--- config.mk ---
export PLATFORM = sky130hd
export DESIGN_NAME = conv2_sched
export DESIGN_NICKNAME = d
export VERILOG_FILES = /design/src/rtl/conv2_pkg.sv /design/src/rtl/conv2_bias_sat.sv /design/src/rtl/conv2_sched.sv
export SDC_FILE = /design/constraint.sdc
export NUM_CORES = 1
export LEC_CHECK = 0
export ABC_AREA = 1
export BUFFER_PORTS_ARGS = -buffer_cell sky130_fd_sc_hd__buf_2
export CORE_MARGIN = 4
export CORE_UTILIZATION = 59
export DETAILED_ROUTE_END_ITERATION = 10
export PLACE_DENSITY = 0.85
export SYNTH_ARGS = -nofsm -noshare
export SYNTH_HDL_FRONTEND = slang
export SYNTH_HIERARCHICAL = 1
export SYNTH_SLANG_ARGS = --single-unit
--- constraint.sdc ---
create_clock -name clk -period 3.5 [get_ports clk]
set_clock_uncertainty 0.05 [all_clocks]
set_input_delay 0.35 -clock clk [delete_from_list [all_inputs] [get_ports clk]]
set_output_delay 0.35 -clock clk [all_outputs]
set_load 0.01 [all_outputs]
--- src/rtl/conv2_pkg.sv ---
// conv2_pkg: shared types and constants for the conv2 window scheduler.
// Holds the FSM state encoding, width/filter-count defaults and the
// per-filter bias table used by the shared calc unit results.
package conv2_pkg;

   localparam int DW_DEF     = 14;
   localparam int N_FILT_DEF = 3;

   typedef enum logic [2:0] {
      S_IDLE      = 3'd0,
      S_WAIT_WIN  = 3'd1,
      S_ISSUE     = 3'd2,
      S_WAIT_CALC = 3'd3,
      S_EMIT      = 3'd4,
      S_FINISH    = 3'd5
   } state_e;

   // Per-filter bias, signed, indexed by filter number.
   localparam logic signed [DW_DEF-1:0] BIAS [N_FILT_DEF] = '{default: '0};

   // Flattens the bias table so it can travel as a packed module parameter;
   // filter i lives in bits [i*DW_DEF +: DW_DEF].
   function automatic logic [N_FILT_DEF*DW_DEF-1:0] bias_pack();
      logic [N_FILT_DEF*DW_DEF-1:0] v;
      v = '0;
      for (int i = 0; i < N_FILT_DEF; i++) begin
         v[i*DW_DEF +: DW_DEF] = BIAS[i];
      end
      return v;
   endfunction

   // Counter width that stays at least one bit for degenerate sizes.
   function automatic int cnt_w(input int n);
      return (n > 1) ? $clog2(n) : 1;
   endfunction

endpackage

--- src/rtl/conv2_bias_sat.sv ---
// conv2_bias_sat: adds the filter bias to a calc result one bit wider than
// the operands, then saturates back to DW signed bits.
// Optional feature: CONV2_SCHED_RELU_EN clamps negative results to zero.
module conv2_bias_sat #(
   parameter int DW = 14
) (
   input  logic signed [DW-1:0] calc_val,
   input  logic signed [DW-1:0] bias,
   output logic signed [DW-1:0] result
);

   logic [DW:0]   sum;
   logic [DW-1:0] sat;

   // Sign-extended add, saturate on overflow (top two sum bits disagree).
   always_comb begin
      sum = {calc_val[DW-1], calc_val} + {bias[DW-1], bias};
      if (sum[DW] != sum[DW-1]) begin
         sat = sum[DW] ? {1'b1, {(DW-1){1'b0}}} : {1'b0, {(DW-1){1'b1}}};
      end else begin
         sat = sum[DW-1:0];
      end
`ifdef CONV2_SCHED_RELU_EN
      result = sat[DW-1] ? '0 : sat;
`else
      result = sat;
`endif
   end

endmodule

--- src/rtl/conv2_sched.sv ---
// conv2_sched: walks every output window position of a feature map
// (row-major, filter innermost), launches one shared calc per filter set,
// captures the result, and emits it biased and saturated.
// Optional feature: CONV2_SCHED_RELU_EN (ReLU on emitted data, in conv2_bias_sat).
//
// state       | meaning
// ------------+------------------------------------------------------------
// S_IDLE      | no pass running; waits for start
// S_WAIT_WIN  | waits for the window buffer to hold (row, col)
// S_ISSUE     | one-cycle calc_go for the current window and filter
// S_WAIT_CALC | waits for calc_valid; captures calc_in
// S_EMIT      | one-cycle out_valid; then next filter or next window
// S_FINISH    | one-cycle done pulse, busy already low
module conv2_sched import conv2_pkg::*; #(
   parameter int OUT_DIM = 8,
   parameter int N_FILT  = N_FILT_DEF,
   parameter int DW      = DW_DEF,
   parameter logic [N_FILT*DW-1:0] BIAS_VEC = (N_FILT*DW)'(bias_pack()),
   localparam int RW = cnt_w(OUT_DIM),
   localparam int FW = cnt_w(N_FILT)
) (
   input  logic                 clk,
   input  logic                 rst,
   input  logic                 start,
   input  logic                 win_ready,
   input  logic signed [DW-1:0] calc_in,
   input  logic                 calc_valid,
   output logic [RW-1:0]        win_row,
   output logic [RW-1:0]        win_col,
   output logic [FW-1:0]        filt_sel,
   output logic                 calc_go,
   output logic signed [DW-1:0] out_data,
   output logic [FW-1:0]        out_ch,
   output logic                 out_valid,
   output logic                 busy,
   output logic                 done
);

   localparam logic [RW-1:0] POS_LAST  = RW'(OUT_DIM - 1);
   localparam logic [FW-1:0] FILT_LAST = FW'(N_FILT - 1);

   state_e                state_q, state_d;
   logic [RW-1:0]         row_q, row_d;
   logic [RW-1:0]         col_q, col_d;
   logic [FW-1:0]         filt_q, filt_d;
   logic signed [DW-1:0]  cap_q, cap_d;
   logic signed [DW-1:0]  bias_sel;
   logic signed [DW-1:0]  sat_res;

   // State and counter registers; synchronous reset aborts any pass.
   always_ff @(posedge clk) begin
      if (rst) begin
         state_q <= S_IDLE;
         row_q   <= '0;
         col_q   <= '0;
         filt_q  <= '0;
         cap_q   <= '0;
      end else begin
         state_q <= state_d;
         row_q   <= row_d;
         col_q   <= col_d;
         filt_q  <= filt_d;
         cap_q   <= cap_d;
      end
   end

   // Next state, window/filter counters and result capture.
   always_comb begin
      state_d = state_q;
      row_d   = row_q;
      col_d   = col_q;
      filt_d  = filt_q;
      cap_d   = cap_q;
      case (state_q)
         S_IDLE: begin
            if (start) begin
               state_d = S_WAIT_WIN;
               row_d   = '0;
               col_d   = '0;
               filt_d  = '0;
            end
         end
         S_WAIT_WIN: begin
            if (win_ready) state_d = S_ISSUE;
         end
         S_ISSUE: begin
            state_d = S_WAIT_CALC;
         end
         S_WAIT_CALC: begin
            if (calc_valid) begin
               state_d = S_EMIT;
               cap_d   = calc_in;
            end
         end
         S_EMIT: begin
            if (filt_q != FILT_LAST) begin
               // Same window, next filter set: no new win_ready handshake.
               filt_d  = filt_q + 1'b1;
               state_d = S_ISSUE;
            end else begin
               filt_d  = '0;
               state_d = S_WAIT_WIN;
               if (col_q != POS_LAST) begin
                  col_d = col_q + 1'b1;
               end else begin
                  col_d = '0;
                  if (row_q != POS_LAST) begin
                     row_d = row_q + 1'b1;
                  end else begin
                     row_d   = '0;
                     state_d = S_FINISH;
                  end
               end
            end
         end
         S_FINISH: begin
            state_d = S_IDLE;
         end
         default: begin
            state_d = S_IDLE;
         end
      endcase
   end

   // Bias lookup for the filter currently being emitted.
   always_comb begin
      bias_sel = '0;
      for (int i = 0; i < N_FILT; i++) begin
         if (filt_q == FW'(i)) bias_sel = BIAS_VEC[i*DW +: DW];
      end
   end

   conv2_bias_sat #(
      .DW (DW)
   ) u_bias_sat (
      .calc_val (cap_q),
      .bias     (bias_sel),
      .result   (sat_res)
   );

   // Moore outputs decoded from the current state.
   always_comb begin
      busy      = 1'b0;
      done      = 1'b0;
      calc_go   = 1'b0;
      out_valid = 1'b0;
      out_data  = '0;
      out_ch    = '0;
      case (state_q)
         S_WAIT_WIN, S_WAIT_CALC: begin
            busy = 1'b1;
         end
         S_ISSUE: begin
            busy    = 1'b1;
            calc_go = 1'b1;
         end
         S_EMIT: begin
            busy      = 1'b1;
            out_valid = 1'b1;
            out_data  = sat_res;
            out_ch    = filt_q;
         end
         S_FINISH: begin
            done = 1'b1;
         end
         default: begin
            busy = 1'b0;
         end
      endcase
   end

   assign win_row  = row_q;
   assign win_col  = col_q;
   assign filt_sel = filt_q;

endmodule

==> metrics.md <==
| Metric | Value |
|---|---|
| Largest net degree at the start of global routing | 23 |
| Total Neg Setup Slack | 0 ns |
| DRT Pass-1 Iters | 4 |
| Critical path launch point type | register |
| Crit path capture type | output port |
| RSZ-0062 raised after global routing | no |
| Finish-stage setup viols | 0 |
| Detailed-route via count | 2163 |
| Switching Fraction | 33.8% |
| Synth Cell Area | 2190 sq um |
| Final WL | 4570 um |
| Outcome | completed |
| Max_cap viols | 0 |
| TritonCTS clock tree | built |
| Setup CP Type | register to output port |
| Crit path top cell by count | inv_1 |
| H-tree depth | 1 |
| Global route overflow | 0 |
| Total CTS buffers | 3 |
| Total power | 688 uW |
| # DRC | 0 |
| Die ar. | 4750 sq um |
| Port Buffers | 46 |
| Clock transition at path regs | 0.09 ns |
| 1st-iter DRT viols | 74 |
| Worst Path Buf+Inv | 3 |
| First-pass GRT wire length | 8290 um |
| Internal reg-to-reg setup slack | 1.99 ns |
| Yosys warns | 6 |
| Hold_buf cts | 0 |
| Part of the Yosys area used for sequential elements | 22.8% |
| Worst Hold Depth | 3 |
| Worst Path Arrival | 1.83 ns |
| Post-synthesis cell type count | 31 |
| Fin crit period | 2.23 ns |
| Crit Path Max Fanout | 13 |
| Max frequency | 448 MHz |
| Most common cell after layout, fill and taps aside | nand2_1 |
| Initial Util | 63.2% |
| CTS root buffer | clkbuf_8 |
| R2R depth | 7 |
| Leakage | 1.47 nW |
| Hold Crit Class | input port to register |
| Core outline area | 3470 sq um |
| Slew Limit Fails | 0 |
| Required @ worst endpoint | 3.10 ns |
| Worst skew pair latency | 0.27 ns |
| Filler cells | 320 |
| Final Util | 72.3% |
| Cell family with most CP delay | simple AND/OR/NAND/NOR gates |
| Io pins | 47 |
| Cell breakdown of the critical path | ha_1 -> inv_1 -> nand3_1 -> nand4_2 -> nand2_1 -> inv_1 -> nor2_1 -> buf_2 |
| FP Rows | 21 |
| Clk buf depth | 2 |
| ANT cells | 0 |
| Max incr delay on CP | 0.36 ns |
| Critical Path Stages | 8 |
| Most frequent cells in the layout | nand2_1, buf_2, nor2_1 |
| TritonCTS Sinks | 25 |
| Initial antenna violation count | 0 |
| Slowest-stage cell, CP | ha_1 |
| Layout cell share with drive strength beyond 1 | 19.4% |
| Post-CTS Resized | 0 |
| Final instance area | 2510 sq um |
| Die Y-Extent | 68.9 um |
| Die width | 68.9 um |
| Multi-input combinational cell area | 1500 sq um |
| Global Route Usage Sum | 22.3% |
| Clock share of power | 24.6% |
| Final hold vios | 0 |
| Mapped Cells | 349 |
| Post-CTS setup buffers | 0 |
| Final #Nets | 442 |
| Flip-flop and latch area | 500 sq um |
| Wire per inst | 10.2 um |
| Period utilization | 63.7% |
| Area delta synth->final | 14.4% |
| Maximum vdd drop | 0.308 mV |
| Syn Area/Cell | 6.28 sq um |
| Seq pwr share | 45.6% |
| DP Area | 2460 sq um |
| Routed vias/inst | 4.82 |
| Yosys reg bits | 25 |
| Internal power | 455 uW |
| Comb pwr share | 29.8% |
| Vias in the first global route | 2074 |
| PwrDens | 274 nW/um^2 |
| Antenna-violating nets left | 0 |
| Switching power | 233 uW |
| Hpwl dp | 3800 um |
| RePlAce Congestion | 0.904 |
worst reg2reg max path, stage by stage, from the launching register on:
cell and delay, ns:
dfxtp_1 0.38, ha_1 0.17, ha_1 0.23, nor2_1 0.07
nor2_1 0.16, nand3_2 0.15, a21oi_1 0.16, nor2_1 0.05
worst paths after layout:
kind / startpoint / end
max: cap_q[13]$_SDFFE_PP0P_ / out_data[10]
min: calc_in[11] / cap_q[11]$_SDFFE_PP0P_
max reg2reg: win_col[0]$_SDFFE_PP0P_ / win_row[1]$_SDFFE_PP0P_
min reg2reg: cap_q[12]$_SDFFE_PP0P_ / cap_q[12]$_SDFFE_PP0P_
registers in the layout, indices dropped and copies added, names as in the netlist:
signal and count:
cap_q 14, state_q 3, win_col 3, win_row 3, filt_sel 2
area by class of cell:
class	instances	area share [%]
repair buffers	46	9.18
clock buffers	3	1.65
well taps	46	2.30
inverters	45	6.74
clock inverters	1	0.200
flip-flops and latches	25	20.0
multi-input cells	283	60.0
metal layers:
metal | GRT usage (%) | part of all wire (%)
met5 | 0 | 0
met4 | 4.62 | 0.26
met3 | 4.38 | 3.6
met2 | 40.1 | 49
met1 | 27.2 | 47
cell usage after synthesis:
cell type,number,area [sq um]
nand2_1,94,353
nor2_1,45,169
inv_1,40,150
a21oi_1,32,160
nand3_1,29,145
dfxtp_1,25,500
ha_1,18,225
nand2_2,9,56.3
o21ai_0,7,35.0
xor2_1,7,61.3
inv_2,5,18.8
buf_6,4,45.0
clkbuf_1,4,15.0
nand2_4,3,33.8
nand3_2,3,30.0
buf_2,2,10.0
nand4_1,2,12.5
nor2_4,2,22.5
nor3_1,2,10.0
nor3_2,2,20.0
o21bai_1,2,15.0
or2_2,2,12.5
xnor2_1,2,17.5
a211oi_1,1,7.51
a21oi_2,1,8.76
and2_1,1,6.26
conb_1,1,3.75
fa_1,1,20.0
nand3b_1,1,7.51
nand4_2,1,12.5
or2_1,1,6.26
power groups by stage:
stage | clock network, mW | logic [mW] | registers (mW)
after floorplan | 0 | 0.156 | 0.322
after global placement | 0 | 0.199 | 0.320
after detailed placement | 0 | 0.203 | 0.321
after CTS | 0.174 | 0.205 | 0.314
after global routing | 0.189 | 0.240 | 0.317
final | 0.169 | 0.205 | 0.314
stage by stage:
step	setup slack, ns	instances	hold slack (ns)
final	1.27	449	0.297
after global routing	1.04	449	0.294
after CTS	1.25	449	0.290
after detailed placement	1.56	445	0.412
after global placement	1.63	445	0.407
after floorplan	1.75	363	0.393
logic make-up (layout without fill, tap and decap cells):
group                      after synthesis  count (layout)  synth area share, %
adders and majority gates               19              19                 11.2
other                                    1              15                0.171
DFF                                     25              25                 22.8
xor gates and xnor gates                 9               9                 3.60
buffers and inverters                   55              95                 10.9
and+or+nand+nor                        197             197                 40.9
AOI/OAI and AO/OA                       43              43                 10.3
Note: power is estimated with default switching activity, not from simulation.
